==> config.mk <==
export PLATFORM = sky130hd
export DESIGN_NAME = mem_fetch_ctrl
export DESIGN_NICKNAME = d
export VERILOG_FILES = /design/src/rtl/mem_fetch_ctrl.sv
export SDC_FILE = /design/constraint.sdc
export NUM_CORES = 1
export LEC_CHECK = 0
export CORE_AREA = 2 2 89 91
export DETAILED_ROUTE_END_ITERATION = 8
export DIE_AREA = 0 0 91 93
export PLACE_DENSITY = 0.77
export SYNTH_ARGS = -nofsm -noshare
export SYNTH_HDL_FRONTEND = slang
export SYNTH_SLANG_ARGS = --single-unit
==> constraint.sdc <==
create_clock -name clk -period 3.5 [get_ports clk]
set_clock_uncertainty 0.05 [all_clocks]
set_input_delay 0.525 -clock clk [delete_from_list [all_inputs] [get_ports clk]]
set_output_delay 0.525 -clock clk [all_outputs]
set_load 0.005 [all_outputs]
==> src/rtl/mem_fetch_ctrl.sv <==
// mem_fetch_ctrl: PC owner and fetch/load/store sequencer in front of a synchronous-read MEM.
// Optional branch support (pc_load/pc_target) is enabled by defining MEM_FETCH_PC_LOAD_EN.
module mem_fetch_ctrl #(
    parameter int unsigned AW       = 9,
    parameter int unsigned DW       = 16,
    parameter int unsigned RESET_PC = 0
) (
    input  logic          clk,
    input  logic          reset,
    output logic [AW-1:0] mem_addr,
    output logic [1:0]    mem_cmd,
    output logic [DW-1:0] write_data,
    input  logic [DW-1:0] data_out,
    output logic [DW-1:0] instr,
    output logic          instr_valid,
    input  logic          instr_ack,
    input  logic          fetch_req,
`ifdef MEM_FETCH_PC_LOAD_EN
    input  logic          pc_load,
    input  logic [AW-1:0] pc_target,
`endif
    input  logic          ls_req,
    input  logic          ls_write,
    input  logic [AW-1:0] ls_addr,
    input  logic [DW-1:0] ls_wdata,
    output logic          ls_done,
    output logic [DW-1:0] ls_rdata,
    output logic [AW-1:0] pc,
    output logic          addr_err
);

    localparam logic [1:0] CMD_READ  = 2'b00;
    localparam logic [1:0] CMD_WRITE = 2'b01;
    localparam logic [1:0] CMD_NONE  = 2'b10;

    localparam logic [2:0] S_RST  = 3'd0;
    localparam logic [2:0] S_IF1  = 3'd1;
    localparam logic [2:0] S_IF2  = 3'd2;
    localparam logic [2:0] S_DISP = 3'd3;
    localparam logic [2:0] S_IDLE = 3'd4;
    localparam logic [2:0] S_LD1  = 3'd5;
    localparam logic [2:0] S_LD2  = 3'd6;
    localparam logic [2:0] S_ST   = 3'd7;

    logic [2:0]    r_state;
    logic [2:0]    w_next_state;
    logic [AW-1:0] r_pc;
    logic [AW-1:0] w_pc_next;
    logic [AW-1:0] r_ls_addr;
    logic [DW-1:0] r_ls_wdata;
    logic [DW-1:0] r_instr;
    logic          r_instr_valid;
    logic          r_ls_done;
    logic [DW-1:0] r_ls_rdata;
    logic          r_addr_err;

    logic [AW-1:0] w_mem_addr;
    logic [1:0]    w_mem_cmd;
    logic [DW-1:0] w_write_data;
    logic          w_ack;
    logic          w_ls_start;

    assign w_ack      = (r_state == S_DISP) && instr_ack;
    assign w_ls_start = (r_state == S_IDLE) && ls_req;

`ifdef MEM_FETCH_PC_LOAD_EN
    assign w_pc_next = pc_load ? pc_target : r_pc + AW'(1);
`else
    assign w_pc_next = r_pc + AW'(1);
`endif

    // Load/store has priority over fetch in S_IDLE; fetch_req is expected to stay high.
    always_comb begin
        w_next_state = r_state;
        case (r_state)
            S_RST:  w_next_state = S_IF1;
            S_IF1:  w_next_state = S_IF2;
            S_IF2:  w_next_state = S_DISP;
            S_DISP: if (instr_ack) w_next_state = S_IDLE;
            S_IDLE: begin
                if (ls_req)         w_next_state = ls_write ? S_ST : S_LD1;
                else if (fetch_req) w_next_state = S_IF1;
            end
            S_LD1:  w_next_state = S_LD2;
            S_LD2:  w_next_state = S_IDLE;
            S_ST:   w_next_state = S_IDLE;
            default: w_next_state = S_RST;
        endcase
    end

    always_comb begin
        w_mem_addr   = '0;
        w_mem_cmd    = CMD_NONE;
        w_write_data = '0;
        case (r_state)
            S_IF1, S_IF2: begin
                w_mem_addr = r_pc;
                w_mem_cmd  = CMD_READ;
            end
            S_LD1, S_LD2: begin
                w_mem_addr = r_ls_addr;
                w_mem_cmd  = CMD_READ;
            end
            S_ST: begin
                w_mem_addr   = r_ls_addr;
                w_mem_cmd    = CMD_WRITE;
                w_write_data = r_ls_wdata;
            end
            default: ;
        endcase
    end

    always_ff @(posedge clk or posedge reset) begin
        if (reset) begin
            r_state       <= S_RST;
            r_pc          <= AW'(RESET_PC);
            r_ls_addr     <= '0;
            r_ls_wdata    <= '0;
            r_instr       <= '0;
            r_instr_valid <= 1'b0;
            r_ls_done     <= 1'b0;
            r_ls_rdata    <= '0;
            r_addr_err    <= 1'b0;
        end else begin
            r_state   <= w_next_state;
            r_ls_done <= 1'b0;
            // Request fields are captured once; later CPU changes have no effect.
            if (w_ls_start) begin
                r_ls_addr  <= ls_addr;
                r_ls_wdata <= ls_wdata;
            end
            if (r_state == S_IF2) begin
                r_instr       <= data_out;
                r_instr_valid <= 1'b1;
            end
            if (w_ack) begin
                r_instr_valid <= 1'b0;
                r_pc          <= w_pc_next;
            end
            if (r_state == S_LD2) begin
                r_ls_rdata <= data_out;
                r_ls_done  <= 1'b1;
            end
            if (r_state == S_ST) r_ls_done <= 1'b1;
            if ((w_mem_cmd != CMD_NONE) && w_mem_addr[AW-1]) r_addr_err <= 1'b1;
        end
    end

    assign mem_addr    = w_mem_addr;
    assign mem_cmd     = w_mem_cmd;
    assign write_data  = w_write_data;
    assign instr       = r_instr;
    assign instr_valid = r_instr_valid;
    assign ls_done     = r_ls_done;
    assign ls_rdata    = r_ls_rdata;
    assign pc          = r_pc;
    assign addr_err    = r_addr_err;

endmodule
Word-level counts from Yosys, hierarchy flattened
Cells that the tools add are included.

Add/subtract/negate cells: 1. Multiplexer cells: 12. Eq/ne operators: 10. Reduce and logical (&&, ||, !) cells: 10.

Operators by type and width (number): $pmux 3 s7 (1); $pmux 9 s2 (1); $mux 16 (1); $eq 3x3->1 const B (4); $add 9x1->9 const B (1); $mux 3 (3); $eq 3x2->1 const B (2); $mux 1 (4); $ne 2x2->1 const B (2); $pmux 2 s2 (1); $reduce_or 2->1 (2); $reduce_or 4->1 (1); $eq 3x1->1 const B (1); $logic_and 1x1->1 (3); $logic_not 3->1 (1); $ne 3x3->1 const B (1); $reduce_or 3->1 (1); $mux 2 (1); $reduce_and 2->1 (1); $reduce_bool 2->1 (1).

Register bits after elaboration: 72. Logic and storage cells: 42. Input bits: 47.

Logic depth before layout (Yosys ltp)
Gate-level depths: netlist of run 1.

Depth in word-level cells: 5. Gate-level depth with buffers: 6. Mapped depth without buffers: 4.

Worst setup path after synthesis of run 1
OpenSTA, ideal clock, no wires.

Path type: register -> output. Start point: register r_state[2]. End point: output write_data[10]. Data required time: 2925 ps. Path slack: 1820 ps. Data arrival time: 1105 ps. Path buffers: 3. Stages on the path, launching flop included: 6. Path through: dfrtp_1 > buf_2 > and3_1 > clkbuf_1 > buf_2 > and2_1.

Cells in the longest elaborated chain, start to end: 2.

Ends and longest elaborated chain: from (decl) (line 45) `logic [2:0] r_state;`; from (signal assigned) (line 125) `r_state <= w_next_state;`; $eq 3x3->1 (line 95) `case (r_state)`; $mux 16 (line 95); to (decl) (line 12) `output logic [DW-1:0] write_data,`.

Every way passes these cells.

Worst setup path after layout of run 1
Start point: register r_state[2]. End point: output write_data[14].

Same word-level chain as after synthesis.

==> results of run 1 <==
layout by cell type, fill, tap and decap left out, types with 3 or more instances in the layout:
cell type	count
mux2_2	28
nor2_1	4
inv_1	4
nor3_1	5
nand3b_1	8
and2_1	16
nand2_1	11
clkbuf_8	11
xnor2_1	3
nand3_1	3
xor2_1	5
clkdlybuf4s50_1	117
mux2_4	30
a21oi_1	11
dfrtp_1	72
cell type report:
type | instances | area [um2]
Fill cell | 623 | 2823
Sequential cell | 72 | 1802
Multi-Input combinational cell | 144 | 1335
Timing Repair Buffer | 118 | 1191
Clock buffer | 11 | 151.4
Tap cell | 102 | 127.6
Clock inverter | 5 | 78.83
Inverter | 5 | 18.77
logic make-up (layout without fill, tap and decap cells):
family	count (synthesis)	in the layout	share of synthesized area [%]
flops	72	72	55.15
compound gates	17	17	3.026
mux	59	59	23.75
buf+inv	19	139	3.983
xor+xnor	8	8	2.145
simple gates	59	59	11.57
fa+ha+maj	1	1	0.3829
layer usage:
layer  track usage (%)  vias to the layer above
met5                 0                        -
met4             6.061                        0
met3             4.593                        8
met1             22.04                     1104
li1                  -                     1039
met2             27.90                       76
through the flow:
stage / setup slack, ps / cells
2_1_floorplan: 1100 / 235
3_3_place_gp: 979.6 / 441
3_5_place_dp: 871.2 / 441
4_1_cts: 510.1 / 457
5_1_grt: 331.1 / 457
6_report: 529.8 / 457
final timing paths:
path                            start             end  slack, ps
max in group asynchronous       reset   r_ls_wdata[0]       2220
max                        r_state[2]  write_data[14]        530
min                          addr_err        addr_err        420
max reg2reg                r_state[2]     ls_rdata[7]       1230
min reg2reg                  addr_err        addr_err        420
min in group asynchronous       reset    ls_rdata[14]        530
power by group through the flow:
stage                     Combinational (uW)  Clock, uW  Sequential, uW
after detailed placement                1780          0            1540
after floorplan                         1020          0            1440
after CTS                               1790        757            1530
after global routing                    1900        795            1590
after global placement                  1730          0            1530
final                                   1750        735            1520
worst register-to-register path, cell delays in order, from the launching register on:
cell and delay, ps:
dfrtp_1 800, and2_4 260, nand2b_1 530, mux2_4 520
sequential cells by signal (all words and copies together) (netlist names):
register and flops:
instr 16, ls_rdata 16, r_ls_wdata 16, pc 9, r_ls_addr 9, r_state 3, addr_err 1, instr_valid 1
ls_done 1
==> impl_metrics.toml, run 1 <==
[status]
status = "complete, no violations"

[sta]
grt_setup_unrepaired = "no"
finalSetupTns_ps = 0
setup_viol = 0
max_freq_mhz = 336.7
holdWs_ps = 422.5
worst_pin_slew_ps = 1023
finalMaxSlewViolations = 0
fin_crit_sh_pct = 84.86
relSlewSlack_pct = 31.82
min_period_ps = 2970
final-hold-violation-count = 0

[route]
routed_wl_um = 6820
wl_met3_um = 451
drt_pass1_iterations = 4
vias_per_cell = 4.873
routed-via-count = 2227
drc = 0
wl_per_cell_um = 14.92
wl_met2_um = 3365
top_layer = "met4"
drtIter0Drc = 45
wl_met1_um = 2920
ant_nets = 0

[yosys]
synth_area_leaders = "dfrtp_1 (55%), mux2_4 (14%), mux2_2 (9.7%), and2_1 (3.1%), buf_6 (2.4%)"
avgSynthCellArea_um2 = 13.90
synth_top_area_share_pct = 55.15
synth_cell_types = 37
yosysTopAreaCell = "dfrtp_1"
syn-num-nets = 283
synth_ff_type = "dfrtp_1"
ys_seq_area_share_pct = 55.15
synth-edff-count = 0
synth_common_cells = "dfrtp_1 (72), mux2_4 (30), mux2_2 (28), and2_1 (16)"
synthesis.yosys.warnings = 0
synth_area_um2 = 3267
yosysMostFrequentCell = "dfrtp_1"
synth-seq-cells = 72
synthArstFlopShare_pct = 100.0
syn_inst = 235

[pwr]
pwr-share-clk_pct = 18.3
p_leak_uw = 0.002037
p_comb_share_pct = 43.7
seqPwrFrac_pct = 38.0
swShare_pct = 28.40
p_sw_uw = 1139
intPower_uw = 2871
total_power_uw = 4010
power_density_nw_per_um2 = 852.4
vdd_drop_max_mv = 0.4030

[placed_design]
placed_area_um2 = 4474
port-buffer-count = 117
gp_congestion = 0.7513
hpwl_um = 4951

[cts]
cts_tree = "yes"
max-clock-path-buffers = 2
cts_root_buffer = "clkbuf_8"
post_cts_resized = 0
clk_latency_ps = 330
cts_buffers = 9
clkSinkCount = 72
path_clk_slew_ps = 70
ctsHoldBuffers = 0
post_cts_buffers = 0
htreeDepth = 3

[run]
cap_violations = 0

[setup_path]
arrival_ps = 2400
path_buf_inv = 1
crit_slowest_cell = "dfrtp_1"
startpoint_type = "register"
cp_top_family = "flip-flops"
cp_slowest_stage_delay_ps = 800
critPathRequiredTime_ps = 2920
reg2reg_depth = 3
cp_cell_sequence = "and3_1, and2_1, clkdlybuf4s50_1"
crit_cells = 3
crit_type = "reg -> out"
end_kind = "output pin"
path_max_fanout = 28

[final_layout]
drive_gt1_share_pct = 23.66
final_core_util_pct = 62.50
finalInstanceArea_um2 = 4705
diodes = 0
nNetsFinal = 398
syn2layout_area_growth_pct = 44.01

[min_path]
min_path_type = "reg -> reg"
hold_depth = 2

[die]
start_util_pct = 43.40
coreArea_um2 = 7527
die_y_um = 93
die_w_um = 91
io_pins = 118
fp-row-count = 32
die_area_um2 = 8463

[grt]
gr-usage-all-layers_pct = 17.07
antenna_found_initial = 0
grt_overflow = 0
grt_max_degree = 45
grt_pass1_vias = 2242
grt_pass1_wl_um = 11410
Power figures use the tool's default switching activity.
==> run 2, diff against run 1 <==
==> constraint.sdc (replaced) <==
create_clock -name clk -period 2.82 [get_ports clk]
set_clock_uncertainty 0.05 [all_clocks]
set_input_delay 0.423 -clock clk [delete_from_list [all_inputs] [get_ports clk]]
set_output_delay 0.423 -clock clk [all_outputs]
set_load 0.005 [all_outputs]
==> impl_metrics.toml, run 2 (synthesis results as in run 1) <==
[grt]
grt_pass1_wl_um = 11260
grt_overflow = 0
grt_max_degree = 73
gr-usage-all-layers_pct = 16.63
grt_pass1_vias = 2348
antenna_found_initial = 0

[die]
die_area_um2 = 8463
die_y_um = 93
die_w_um = 91
start_util_pct = 43.40
io_pins = 118
fp-row-count = 32
coreArea_um2 = 7527

[pwr]
vdd_drop_max_mv = 0.4837
intPower_uw = 3571
swShare_pct = 28.22
p_sw_uw = 1404
power_density_nw_per_um2 = 1056
pwr-share-clk_pct = 17.8
p_leak_uw = 0.002039
seqPwrFrac_pct = 37.4
p_comb_share_pct = 44.8
total_power_uw = 4975

[sta]
grt_setup_unrepaired = "no"
fin_crit_sh_pct = 89.59
finalMaxSlewViolations = 0
min_period_ps = 2526
final-hold-violation-count = 0
setup_ws_ps = 293.5
relSlewSlack_pct = 65.36
max_freq_mhz = 395.8
finalSetupTns_ps = 0
worst_pin_slew_ps = 518.4
setup_viol = 0

[status]
status = "complete, no violations"

[setup_path]
crit_end = "write_data[10]"
timing.rr.start = "r_state[0]"
crit_type = "reg -> out"
reg2reg_depth = 3
path_max_fanout = 17
r2r-end = "r_ls_addr[8]"
critPathRequiredTime_ps = 2350
startpoint_type = "register"
end_kind = "output pin"
crit_start = "r_state[0]"
arrival_ps = 2050
r2r_slack_ps = 720

[final_layout]
drive_gt1_share_pct = 23.88
syn2layout_area_growth_pct = 44.20
final_core_util_pct = 62.58
diodes = 0
layout_commonest_cell = "clkdlybuf4s50_1"
nNetsFinal = 400
finalInstanceArea_um2 = 4711
fillCellCount = 635
layout_common_cells = "clkdlybuf4s50_1 (117), dfrtp_1 (72), mux2_4 (30)"

[placed_design]
place_ws_ps = 478.3
placed_area_um2 = 4489
hpwl_um = 4962
gp_congestion = 0.7505
port-buffer-count = 117

[cts]
max-clock-path-buffers = 2
cts_buffers = 9
clk_latency_ps = 320
cts_tree = "yes"
ctsHoldBuffers = 0
path_clk_slew_ps = 70
clkSinkCount = 72
cts_root_buffer = "clkbuf_8"
htreeDepth = 3

[route]
wl_per_cell_um = 14.97
drc = 0
drtIter0Drc = 42
vias_per_cell = 4.821
drt_pass1_iterations = 6
routed_wl_um = 6854
routed-via-count = 2208
ant_nets = 0

[min_path]
hold_depth = 2
min_path_type = "reg -> reg"

[run]
cap_violations = 0
run 2: area by class of cell:
cell class                 count  area [um2]  share of cell area (%)
sequential                    72        1802                   38.25
multi-input combinational    144        1336                   28.37
timing repair buffer         120        1206                   25.60
clock buffer                  12       155.1                   3.293
tap                          102       127.6                   2.709
clock inverter                 3       65.06                   1.381
inverter                       5       18.77                  0.3984
run 2: how the worst min path moves through the flow:
stage	start	end	slack, ps
after floorplan	addr_err	addr_err	410
after global placement	addr_err	addr_err	410
after detailed placement	addr_err	addr_err	420
after CTS	reset	instr[12]	440
after global routing	reset	instr[11]	460
final	addr_err	addr_err	430
run 2: per-stage QoR:
stage	hold WS (ps)	instances
floorplan	409.6	235
global placement	405.7	443
detailed placement	423.7	443
CTS	440.4	458
global route	464.5	458
finish	430.1	458
run 2: worst max-delay path: stages, from the launching register on:
cell,delay (ps)
dfrtp_1,600
and3_2,440
and2_1,180
clkdlybuf4s50_1,500
run 2: power by group through the flow:
stage | clock network (uW) | logic (uW) | registers [uW]
global placement | 0 | 2200 | 1860
global route | 956 | 2400 | 1930
floorplan | 0 | 1270 | 1780
finish | 884 | 2230 | 1860
CTS | 915 | 2260 | 1870
detailed placement | 0 | 2250 | 1880
run 2: repair_timing:
item,in CTS,in global routing
buffers inserted,0,0
resized for setup,0,1
setup endpoints to repair,0,1
run 2: metal layers:
| metal | global-route usage, % | part of all wire, % |
|---|---|---|
| met5 | 0 | 0 |
| met4 | 5.808 | 0.99 |
| met3 | 4.432 | 5.8 |
| met2 | 28.21 | 50 |
| met1 | 20.61 | 44 |
==> run 3, diff against run 2 <==
--- a/config.mk
+++ b/config.mk
@@ -8,6 +8,7 @@
 export CORE_AREA = 2 2 89 91
 export DETAILED_ROUTE_END_ITERATION = 8
 export DIE_AREA = 0 0 91 93
+export MAX_ROUTING_LAYER = met4
 export PLACE_DENSITY = 0.77
 export SYNTH_ARGS = -nofsm -noshare
 export SYNTH_HDL_FRONTEND = slang
==> impl_metrics.toml, run 3 (synthesis results as in run 1) <==
[status]
status = "complete, no violations"

[min_path]
min_path_type = "in -> async"

[route]
routed-via-count = 2208
vias_per_cell = 4.821
wl_per_cell_um = 14.98
drc = 0
ant_nets = 0
drt_pass1_iterations = 6
drtIter0Drc = 44
routed_wl_um = 6861

[die]
start_util_pct = 43.40
die_area_um2 = 8463
fp-row-count = 32
coreArea_um2 = 7527
die_w_um = 91
io_pins = 118
die_y_um = 93

[sta]
finalMaxSlewViolations = 0
finalSetupTns_ps = 0
max_freq_mhz = 396.2
relSlewSlack_pct = 65.24
setup_ws_ps = 296.1
grt_setup_unrepaired = "no"
worst_pin_slew_ps = 520.2
fin_crit_sh_pct = 89.50
holdWs_ps = 430.0
min_period_ps = 2524
setup_viol = 0
final-hold-violation-count = 0

[placed_design]
place_ws_ps = 478.3
gp_congestion = 0.7601
hpwl_um = 4962
port-buffer-count = 117

[setup_path]
cp_slowest_stage_delay_ps = 600
startpoint_type = "register"
path_max_fanout = 17
crit_slowest_cell = "dfrtp_1"
end_kind = "output pin"
critPathRequiredTime_ps = 2350
crit_type = "reg -> out"
arrival_ps = 2050
r2r_slack_ps = 720
cp_cell_sequence = "and3_2, and2_1, clkdlybuf4s50_1"

[pwr]
p_leak_uw = 0.002039
power_density_nw_per_um2 = 1056
vdd_drop_max_mv = 0.4831

[cts]
post_cts_resized = 0
clk_latency_ps = 320
path_clk_slew_ps = 70
cts_root_buffer = "clkbuf_8"
clkSinkCount = 72
htreeDepth = 3
cts_tree = "yes"
max-clock-path-buffers = 2
ctsHoldBuffers = 0
cts_buffers = 9
post_cts_buffers = 0

[grt]
gr-usage-all-layers_pct = 17.11
grt_overflow = 0
antenna_found_initial = 0
grt_pass1_wl_um = 11280
grt_pass1_vias = 2355
use_met1_pct = 20.93
grtUsageMet3_pct = 3.787
grt_max_degree = 73
top_usage_layer = "met2"
use_met2_pct = 28.40

[final_layout]
syn2layout_area_growth_pct = 44.20
layout_commonest_cell = "clkdlybuf4s50_1"
diodes = 0
nNetsFinal = 400
fillCellCount = 635
layout_common_cells = "clkdlybuf4s50_1 (117), dfrtp_1 (72), mux2_4 (30)"
drive_gt1_share_pct = 23.88

[run]
cap_violations = 0
run 3: cell counts in the layout (fill, tap and decap cells not counted):
Identical to the previous run, type by type.
run 3: final cells by class:
cell class / instances / area, um2 / share of cell area [%]
sequential: 72 / 1802 / 38.25
multi-input combinational: 144 / 1336 / 28.37
inverter: 5 / 18.77 / 0.3984
clock buffer: 12 / 155.1 / 3.293
tap: 102 / 127.6 / 2.709
timing repair buffer: 120 / 1206 / 25.60
clock inverter: 3 / 65.06 / 1.381
run 3: final timing paths:
kind	from	to	cells past startpoint
setup / recovery	r_state[0]	write_data[10]	3
hold / removal	reset	instr[11]	3
setup reg to reg	r_state[0]	r_ls_addr[8]	3
hold reg to reg	addr_err	addr_err	2
max in group asynchronous	reset	r_ls_addr[8]	3
min in group clk	addr_err	addr_err	2
run 3: routing by layer:
layer | share of wire (%) | up-vias
li1 | - | 1040
met1 | 44 | 1087
met2 | 50 | 74
met3 | 5.1 | 7
met4 | 0.99 | 0
met5 | 0 | -
run 3: report_power, final:
| group | internal [uW] | switching [uW] |
|---|---|---|
| clock network | 541 | 342 |
| registers | 1520 | 343 |
| logic | 1510 | 719 |
| total | 3570 | 1400 |
run 3: worst max-delay path, delay by kind of cell (launching register included):
| family | cells | cell delay (ps) |
|---|---|---|
| buffers and inverters | 1 | 500 |
| and+or+nand+nor | 2 | 620 |
| DFF | 1 | 600 |
run 3: stage by stage:
step,util (%),instance area [um2],power (uW),cells
floorplan,-,3267,3053,235
global placement,59.64,4489,4058,443
detailed placement,59.64,4489,4132,443
CTS,62.57,4710,5043,458
global route,62.58,4711,5290,458
finish,62.58,4711,4974,458
